## config.mk

```make
export PLATFORM = sky130hd
export DESIGN_NAME = mips_encode_loader
export DESIGN_NICKNAME = d
export VERILOG_FILES = /design/src/rtl/mips_encode_loader.sv
export SDC_FILE = /design/constraint.sdc
export NUM_CORES = 1
export LEC_CHECK = 0
export ABC_AREA = 1
export BUFFER_PORTS_ARGS = -buffer_cell sky130_fd_sc_hd__buf_2
export CAP_MARGIN = 30
export CORE_UTILIZATION = 45
export CTS_BUF_LIST = sky130_fd_sc_hd__clkbuf_8
export DETAILED_ROUTE_END_ITERATION = 6
export GPL_TIMING_DRIVEN = 0
export HOLD_SLACK_MARGIN = 0.08
export PLACE_DENSITY = 0.75
export SYNTH_ARGS = -nofsm -noshare
export SYNTH_HDL_FRONTEND = slang
export SYNTH_SLANG_ARGS = --single-unit
```

## constraint.sdc

```tcl
create_clock -name clock -period 2.4 [get_ports clock]
set_input_delay 0.24 -clock clock [delete_from_list [all_inputs] [get_ports clock]]
set_output_delay 0.24 -clock clock [all_outputs]
set_load 0.005 [all_outputs]
```

## src/rtl/mips_encode_loader.sv

```systemverilog
// Packs instruction descriptors into 32-bit MIPS words and streams them into
// instruction memory at sequential word addresses until DEPTH words are written.
module mips_encode_loader #(
  parameter int ADDR_W = 10,
  parameter int DEPTH  = 1024
) (
  input  logic              clock,
  input  logic              reset,
  input  logic              clear,
  input  logic              in_valid,
  output logic              in_ready,
  input  logic [4:0]        in_kind,
  input  logic [4:0]        in_rs,
  input  logic [4:0]        in_rt,
  input  logic [4:0]        in_rd,
  input  logic [15:0]       in_imm,
  input  logic [25:0]       in_target,
  output logic              imem_we,
  output logic [ADDR_W-1:0] imem_addr,
  output logic [31:0]       imem_data,
  output logic [ADDR_W:0]   word_count,
  output logic              full,
  output logic              bad_kind,
  output logic [7:0]        err_count
);

  // Major opcodes and R-type function codes shared with the decoder
  localparam logic [5:0] OP_OTHER0 = 6'h00;
  localparam logic [5:0] OP_J      = 6'h02;
  localparam logic [5:0] OP_BEQ    = 6'h04;
  localparam logic [5:0] OP_BNE    = 6'h05;
  localparam logic [5:0] OP_ADDI   = 6'h08;
  localparam logic [5:0] OP_ANDI   = 6'h0C;
  localparam logic [5:0] OP_ORI    = 6'h0D;
  localparam logic [5:0] OP_XORI   = 6'h0E;
  localparam logic [5:0] OP_LUI    = 6'h0F;
  localparam logic [5:0] OP_LW     = 6'h23;
  localparam logic [5:0] OP_LBU    = 6'h24;
  localparam logic [5:0] OP_SB     = 6'h28;
  localparam logic [5:0] OP_SW     = 6'h2B;

  localparam logic [5:0] OP0_JR    = 6'h08;
  localparam logic [5:0] OP0_ADD   = 6'h20;
  localparam logic [5:0] OP0_SUB   = 6'h22;
  localparam logic [5:0] OP0_AND   = 6'h24;
  localparam logic [5:0] OP0_OR    = 6'h25;
  localparam logic [5:0] OP0_XOR   = 6'h26;
  localparam logic [5:0] OP0_NOR   = 6'h27;
  localparam logic [5:0] OP0_SLT   = 6'h2A;
  localparam logic [5:0] OP0_ADDM  = 6'h2C;

  localparam logic [4:0] K_ADD  = 5'd0;
  localparam logic [4:0] K_SUB  = 5'd1;
  localparam logic [4:0] K_AND  = 5'd2;
  localparam logic [4:0] K_OR   = 5'd3;
  localparam logic [4:0] K_NOR  = 5'd4;
  localparam logic [4:0] K_XOR  = 5'd5;
  localparam logic [4:0] K_SLT  = 5'd6;
  localparam logic [4:0] K_JR   = 5'd7;
  localparam logic [4:0] K_ADDM = 5'd8;
  localparam logic [4:0] K_ADDI = 5'd9;
  localparam logic [4:0] K_ANDI = 5'd10;
  localparam logic [4:0] K_ORI  = 5'd11;
  localparam logic [4:0] K_XORI = 5'd12;
  localparam logic [4:0] K_LUI  = 5'd13;
  localparam logic [4:0] K_BEQ  = 5'd14;
  localparam logic [4:0] K_BNE  = 5'd15;
  localparam logic [4:0] K_J    = 5'd16;
  localparam logic [4:0] K_LW   = 5'd17;
  localparam logic [4:0] K_LBU  = 5'd18;
  localparam logic [4:0] K_SW   = 5'd19;
  localparam logic [4:0] K_SB   = 5'd20;

  localparam logic [ADDR_W:0] LAST_WORD = (ADDR_W+1)'(DEPTH - 1);

  typedef enum logic {S_LOAD = 1'b0, S_FULL = 1'b1} state_t;

  state_t      state, state_nxt;
  logic        accept_p0;
  logic        legal_p0;
  logic        vld_p0;
  logic        bad_p0;
  logic [31:0] word_p0;

  function automatic logic [31:0] rtype(input logic [4:0] rs, input logic [4:0] rt,
                                        input logic [4:0] rd, input logic [5:0] funct);
    return {OP_OTHER0, rs, rt, rd, 5'b0, funct};
  endfunction

  function automatic logic [31:0] itype(input logic [5:0] op, input logic [4:0] rs,
                                        input logic [4:0] rt, input logic [15:0] imm);
    return {op, rs, rt, imm};
  endfunction

  function automatic logic kind_legal(input logic [4:0] kind);
    return kind <= K_SB;
  endfunction

  function automatic logic [7:0] sat_inc(input logic [7:0] cnt);
    return (cnt == 8'hFF) ? cnt : cnt + 8'd1;
  endfunction

  // Only the fields each format owns are placed; everything else stays zero.
  function automatic logic [31:0] encode(input logic [4:0] kind, input logic [4:0] rs,
                                         input logic [4:0] rt, input logic [4:0] rd,
                                         input logic [15:0] imm, input logic [25:0] target);
    logic [31:0] w;
    w = '0;
    case (kind)
      K_ADD:   w = rtype(rs, rt, rd, OP0_ADD);
      K_SUB:   w = rtype(rs, rt, rd, OP0_SUB);
      K_AND:   w = rtype(rs, rt, rd, OP0_AND);
      K_OR:    w = rtype(rs, rt, rd, OP0_OR);
      K_NOR:   w = rtype(rs, rt, rd, OP0_NOR);
      K_XOR:   w = rtype(rs, rt, rd, OP0_XOR);
      K_SLT:   w = rtype(rs, rt, rd, OP0_SLT);
      K_JR:    w = {OP_OTHER0, rs, 15'b0, OP0_JR};
      K_ADDM:  w = rtype(rs, rt, rd, OP0_ADDM);
      K_ADDI:  w = itype(OP_ADDI, rs, rt, imm);
      K_ANDI:  w = itype(OP_ANDI, rs, rt, imm);
      K_ORI:   w = itype(OP_ORI, rs, rt, imm);
      K_XORI:  w = itype(OP_XORI, rs, rt, imm);
      K_LUI:   w = itype(OP_LUI, 5'b0, rt, imm);
      K_BEQ:   w = itype(OP_BEQ, rs, rt, imm);
      K_BNE:   w = itype(OP_BNE, rs, rt, imm);
      K_J:     w = {OP_J, target};
      K_LW:    w = itype(OP_LW, rs, rt, imm);
      K_LBU:   w = itype(OP_LBU, rs, rt, imm);
      K_SW:    w = itype(OP_SW, rs, rt, imm);
      K_SB:    w = itype(OP_SB, rs, rt, imm);
      default: w = '0;
    endcase
    return w;
  endfunction

  // Stage p0: handshake, legality and encoding of the presented descriptor
  always_comb begin
    state_nxt = state;
    in_ready  = (state == S_LOAD);
    full      = (state == S_FULL);
    accept_p0 = in_valid & in_ready;
    legal_p0  = kind_legal(in_kind);
    vld_p0    = accept_p0 & legal_p0;
    bad_p0    = accept_p0 & ~legal_p0;
    word_p0   = encode(in_kind, in_rs, in_rt, in_rd, in_imm, in_target);
    if (vld_p0 && word_count == LAST_WORD)
      state_nxt = S_FULL;
  end

  // Stage p1: registered imem write port and counters
  always_ff @(posedge clock) begin
    if (reset || clear) begin
      state      <= S_LOAD;
      imem_we    <= 1'b0;
      imem_addr  <= '0;
      imem_data  <= '0;
      word_count <= '0;
      bad_kind   <= 1'b0;
      err_count  <= '0;
    end else begin
      state   <= state_nxt;
      imem_we <= vld_p0;
      if (vld_p0) begin
        imem_addr  <= word_count[ADDR_W-1:0];
        imem_data  <= word_p0;
        word_count <= word_count + 1'b1;
      end
      if (bad_p0) begin
        bad_kind  <= 1'b1;
        err_count <= sat_inc(err_count);
      end
    end
  end

endmodule

```

==> results.cfg, run 1 <==
[clock_tree]
clkSinkCount = 63
cts-root-buf = clkbuf_8
cts_buffer_depth = 2
htree_levels = 3
holdBufCountCts = 0
clock_latency_ps = 340
cts_setup_buffers = 0
tritoncts = built
cts_resized = 0
path_clk_slew_ps = 70
numCtsBuffers = 9

[pwr]
pwr-share-comb_pct = 13.7
p_sw_mw = 0.642
power_leakage_nw = 2.16
p_sw_share_pct = 26.6
power.density_nw_per_um2 = 566
pwr-share-seq_pct = 44.6
p_clk_share_pct = 41.6
p_int_mw = 1.77
peakVddDrop_mv = 0.355

[synthesis]
synth_edf_count = 0
ys_warn_count = 0
post-synth-top-area-cell = dfxtp_1
syn_area_um2 = 3290
async_flop_share_pct = 0
yosysSeqAreaShare_pct = 38.3
synthCells = 513
synth_seq_cells = 63
synth_ff_type = dfxtp_1
syn_avg_cell_area_um2 = 6.42
synthDistinctLibCells = 33
yosysTopAreaCellShare_pct = 38.3
synth_area_leaders = dfxtp_1 38%, nand2_1 22%, a21oi_1 8.8%, nand3_1 5.3%, inv_1 4.0%
syn_nets = 581

[floorplanning]
dieArea_um2 = 7660
initial_core_util_pct = 47.4
core_area_um2 = 6940
die_y_um = 87.5
die_w_um = 87.5
fp-row-count = 30
ioPinCount = 131

[setup_path]
crit_path_end_kind = flop
worstPathArrival_ps = 1800
path_cells = ha_1, nand4_1, nor2_1, nor2_4, inv_2, nor2_2, nand2_1, nor3b_1
cp_top_family = simple AND/OR/NAND/NOR gates
critPathKind = reg2reg
required_ps = 2670
path_max_fanout = 9
slowest_delay_ps = 370
cp_num_buf_inv = 1
crit_path_top_delay_cell = dfxtp_1
critPathLaunchType = flop

[flow_run]
cap_violations = 0

[routing]
num_vias = 3746
first_iter_violations = 171
drt_wl_total_um = 9270
drtPass1Iterations = 5
vias_per_cell = 4.98
wire_per_inst_um = 12.3
antenna_left = 0
drc = 0

[grt]
overflow = 0
grt_pass1_vias = 3459
grt_max_degree = 12
antenna_found_initial = 0
grtUsageTotal_pct = 25.4
grt_pass1_wl_um = 15300

[finish]
fin_util_pct = 61.4
layout-drive-gt1-share_pct = 27.1
diodes = 0
layout_commonest_cell = nand2_1
final_cell_mix = 192 x nand2_1, 135 x buf_2, 63 x dfxtp_1
fill_cells = 705
nNetsFinal = 719
syn2layout_area_growth_pct = 29.4
final_cells = 752

[place]
routabilityCongestion = 0.954
portBuffers = 127
hpwl_um = 7040
dp.cells = 736

[sta]
slew_viol_final = 0
skew_ps = 7.00
fmax_mhz = 652
rsz0062_at_grt = no
setup-violations-final = 0
finalSetupTns_ps = 0
finalCritPeriodShare_pct = 63.9
finalHoldViolations = 0
fin_crit_ps = 1530

[status]
status = finished, final reports clean

[hold_path]
min_path_type = in2reg
==> power groups by stage <==
| stage | sequential, mW | clock (mW) | combinational (mW) |
|---|---|---|---|
| 5_1_grt | 1.08 | 1.08 | 0.374 |
| 2_1_floorplan | 1.10 | 0 | 0.196 |
| 6_report | 1.08 | 1.00 | 0.331 |
| 4_1_cts | 1.08 | 1.02 | 0.331 |
| 3_3_place_gp | 1.10 | 0 | 0.324 |
| 3_5_place_dp | 1.10 | 0 | 0.330 |
==> per-layer routing <==
layer  vias to the layer above  share of wire [%]  GRT usage (%)
li1                       1925                  -              -
met2                       124                 49           42.9
met5                         -                  0              0
met4                         0                1.7           9.39
met1                      1683                 44           31.2
met3                        14                5.5           6.69
==> synthesized netlist by cell type, drive strengths merged (2+ instances only) <==
library cell	count
o211ai	2
o21ai	32
nand4	5
nand2	194
nor3	4
a21oi	58
dfxtp	63
nor2	41
buf	13
nand3	36
inv	43
nor3b	2
clkbuf	9
ha	2
==> flip-flops by register name (all words and copies together) (netlist names) <==
| signal | cells |
|---|---|
| imem_data | 31 |
| word_count | 11 |
| imem_addr | 10 |
| err_count | 8 |
| bad_kind | 1 |
| full | 1 |
| imem_we | 1 |
==> worst min-delay path: cells and delay by family <==
family | cells | cell delay (ps)
AO/OA/AOI/OAI | 1 | 50
buffers and inverters | 1 | 90
AND/OR/NAND/NOR | 3 | 140
==> path summary, 6_finish.rpt <==
kind / startpoint / endpoint / slack (ps) / depth (start not counted)
max: err_count[1] / err_count[6] / 870 / 8
min: in_imm[8] / imem_data[8] / 230 / 5
max reg2reg: err_count[1] / err_count[6] / 870 / 8
min reg2reg: imem_data[20] / imem_data[20] / 460 / 2
==> per-stage QoR <==
step	power (mW)	setup slack [ps]	cell area, um2	hold WS, ps
CTS	2.43	866	4260	218
global placement	1.42	713	4050	449
finish	2.41	865	4260	228
floorplan	1.30	937	3290	447
global route	2.53	729	4260	218
detailed placement	1.43	709	4050	453
==> cell type report <==
class	count	area [um2]	area share, %
clock inverter	7	88.8	2.09
timing repair buffer	127	636	14.9
multi-input combinational	384	1750	41.1
buffer	22	115	2.70
clock buffer	9	124	2.91
sequential	63	1260	29.6
inverter	44	165	3.88
tap	96	120	2.82
==> logic make-up (layout without fill, tap and decap cells) <==
| kind of cell | after synthesis | count (layout) | share of synthesized area [%] |
|---|---|---|---|
| AO/OA/AOI/OAI | 95 | 95 | 15.0 |
| adder cells (fa/ha/maj) | 2 | 2 | 0.760 |
| AND/OR/NAND/NOR | 284 | 284 | 36.8 |
| flip-flops | 63 | 63 | 38.3 |
| XOR/XNOR | 2 | 2 | 0.532 |
| buffers and inverters | 66 | 209 | 8.51 |
| other | 1 | 1 | 0.114 |
(Power assumes the default switching activity.)
==> inputs of run 2 (changes only) <==
- PLACE_DENSITY: 0.75 -> 0.78
- clock period: 2.4 -> 1.35 ns (I/O delays scaled with it)
==> run 2 against run 1 <==
- the run now ends with setup timing left
- sequential power increased by 77%
- maximum frequency increased by 9.1%
- non-clock buffer count increased by 12
- worst setup slack got worse by 920 ps
- register-to-register slack got worse by 920 ps
- critical path depth decreased by 1
- final area increased by 4.6%
- clock power increased by 80%
==> results.cfg, run 2 (synthesized netlist as in run 1, its figures left out) <==
[status]
status = finished with violations
failed_checks = setup timing

[sta]
fmax_mhz = 711
finalSetupTns_ps = -117
fin_crit_ps = 1410
setup-violations-final = 7
finalCritPeriodShare_pct = 104
fin_hold_ws_ps = 128
slew_headroom_pct = 66.6
worst_slack_ps = -56.7
slew_viol_final = 0
tightest_slew_ps = 502
rsz0062_at_grt = yes
finalHoldViolations = 0
skew_ps = 5.99

[routing]
drtPass1Iterations = 4
num_vias = 3863
drc = 0
antenna_left = 0
first_iter_violations = 167
drt_wl_total_um = 9570
wire_per_inst_um = 12.5
vias_per_cell = 5.06

[clock_tree]
tritoncts = built
clkSinkCount = 63
htree_levels = 3
cts-root-buf = clkbuf_8
path_clk_slew_ps = 70
numCtsBuffers = 9
cts_buffer_depth = 2
clock_latency_ps = 340

[place]
routabilityCongestion = 0.917
place_area_um2 = 4050
dp.cells = 736
portBuffers = 127
hpwl_um = 7150

[setup_path]
crit_path_end_kind = flop
cp_common_cell = nor2_4
worstPathArrival_ps = 1660
slowest_delay_ps = 360
path_depth = 7
required_ps = 1610
path_cells = nor2_4, nand4_1, nor2_4, inv_4, nor2_4, nor2_1, nor3b_1
path_max_fanout = 4
critPathKind = reg2reg
critPathLaunchType = flop
cp_top_family = simple AND/OR/NAND/NOR gates
r2r_cells = 7
cp_num_buf_inv = 1
crit_path_top_delay_cell = dfxtp_4

[pwr]
p_int_mw = 3.21
power.density_nw_per_um2 = 972
peakVddDrop_mv = 0.613
power_leakage_nw = 2.27
pwr-share-comb_pct = 14.4
p_sw_share_pct = 25.9
p_sw_mw = 1.12
pwr-share-seq_pct = 44.1
p_clk_share_pct = 41.5

[floorplanning]
initial_core_util_pct = 47.4
die_y_um = 87.5
core_area_um2 = 6940
ioPinCount = 131
die_w_um = 87.5
dieArea_um2 = 7660
fp-row-count = 30

[grt]
antenna_found_initial = 0
grtUsageTotal_pct = 24.6
grt_pass1_vias = 3374
overflow = 0
grt_pass1_wl_um = 15000
grt_max_degree = 11

[finish]
reg_top3 = imem_data (31), word_count (11), imem_addr (10)
largest_register_ffs = 31
final_cells = 763
final_cell_mix = 191 x nand2_1, 130 x buf_2, 58 x a21oi_1
postLayoutCellArea_um2 = 4460
largest-register = imem_data
diodes = 0
layout-drive-gt1-share_pct = 31.9
syn2layout_area_growth_pct = 35.3
layout_commonest_cell = nand2_1
nNetsFinal = 731
fin_util_pct = 64.2

[hold_path]
min_path_type = in2reg
whs_path_depth = 5

[flow_run]
cap_violations = 0
run 2: worst paths after layout:
check / startpoint / end / slack (ps)
worst min-delay path: in_imm[9] / imem_data[9] / 130
worst max-delay path: full / err_count[6] / -60
worst max register to register: full / err_count[6] / -60
worst min register to register: imem_data[19] / imem_data[19] / 460
run 2: power by group through the flow:
stage | Clock, mW | Sequential [mW] | Combinational (mW)
finish | 1.80 | 1.91 | 0.623
global route | 1.90 | 1.91 | 0.700
CTS | 1.80 | 1.91 | 0.595
detailed placement | 0 | 1.96 | 0.582
global placement | 0 | 1.95 | 0.572
floorplan | 0 | 1.96 | 0.349
run 2: through the flow:
stage	worst slack, ps	total power [mW]
finish	-56.7	4.33
global route	-144	4.52
CTS	-39.5	4.31
detailed placement	-242	2.54
global placement	-206	2.53
floorplan	4.96	2.31
run 2: per-layer routing:
layer	part of all wire, %	up-vias	track usage, %
met5	0	-	0
met4	1.5	0	6.11
met3	5.6	15	5.94
met2	50	128	43.8
met1	43	1770	30.0
li1	-	1950	-
run 2: tightest hold or removal path, cell delays in order:
cell	delay, ps
buf_2	90
nand2_1	50
nand2_1	40
nand2_1	50
a21oi_1	50
run 2: repair_timing:
item	CTS	global route
pin swaps	6	9
endpoints found under the setup margin	43	54
setup buffers	4	8
hold buffers	0	0
gates cloned	0	0
resized for setup	13	35
run 2: area by class of cell:
cell class | instances | area (um2)
Multi-Input combinational cell | 384 | 1820
Sequential cell | 63 | 1280
Inverter | 44 | 173
Buffer | 22 | 131
Clock buffer | 10 | 138
Tap cell | 96 | 120
Timing Repair Buffer | 139 | 726
Fill cell | 649 | 2490
Clock inverter | 5 | 73.8
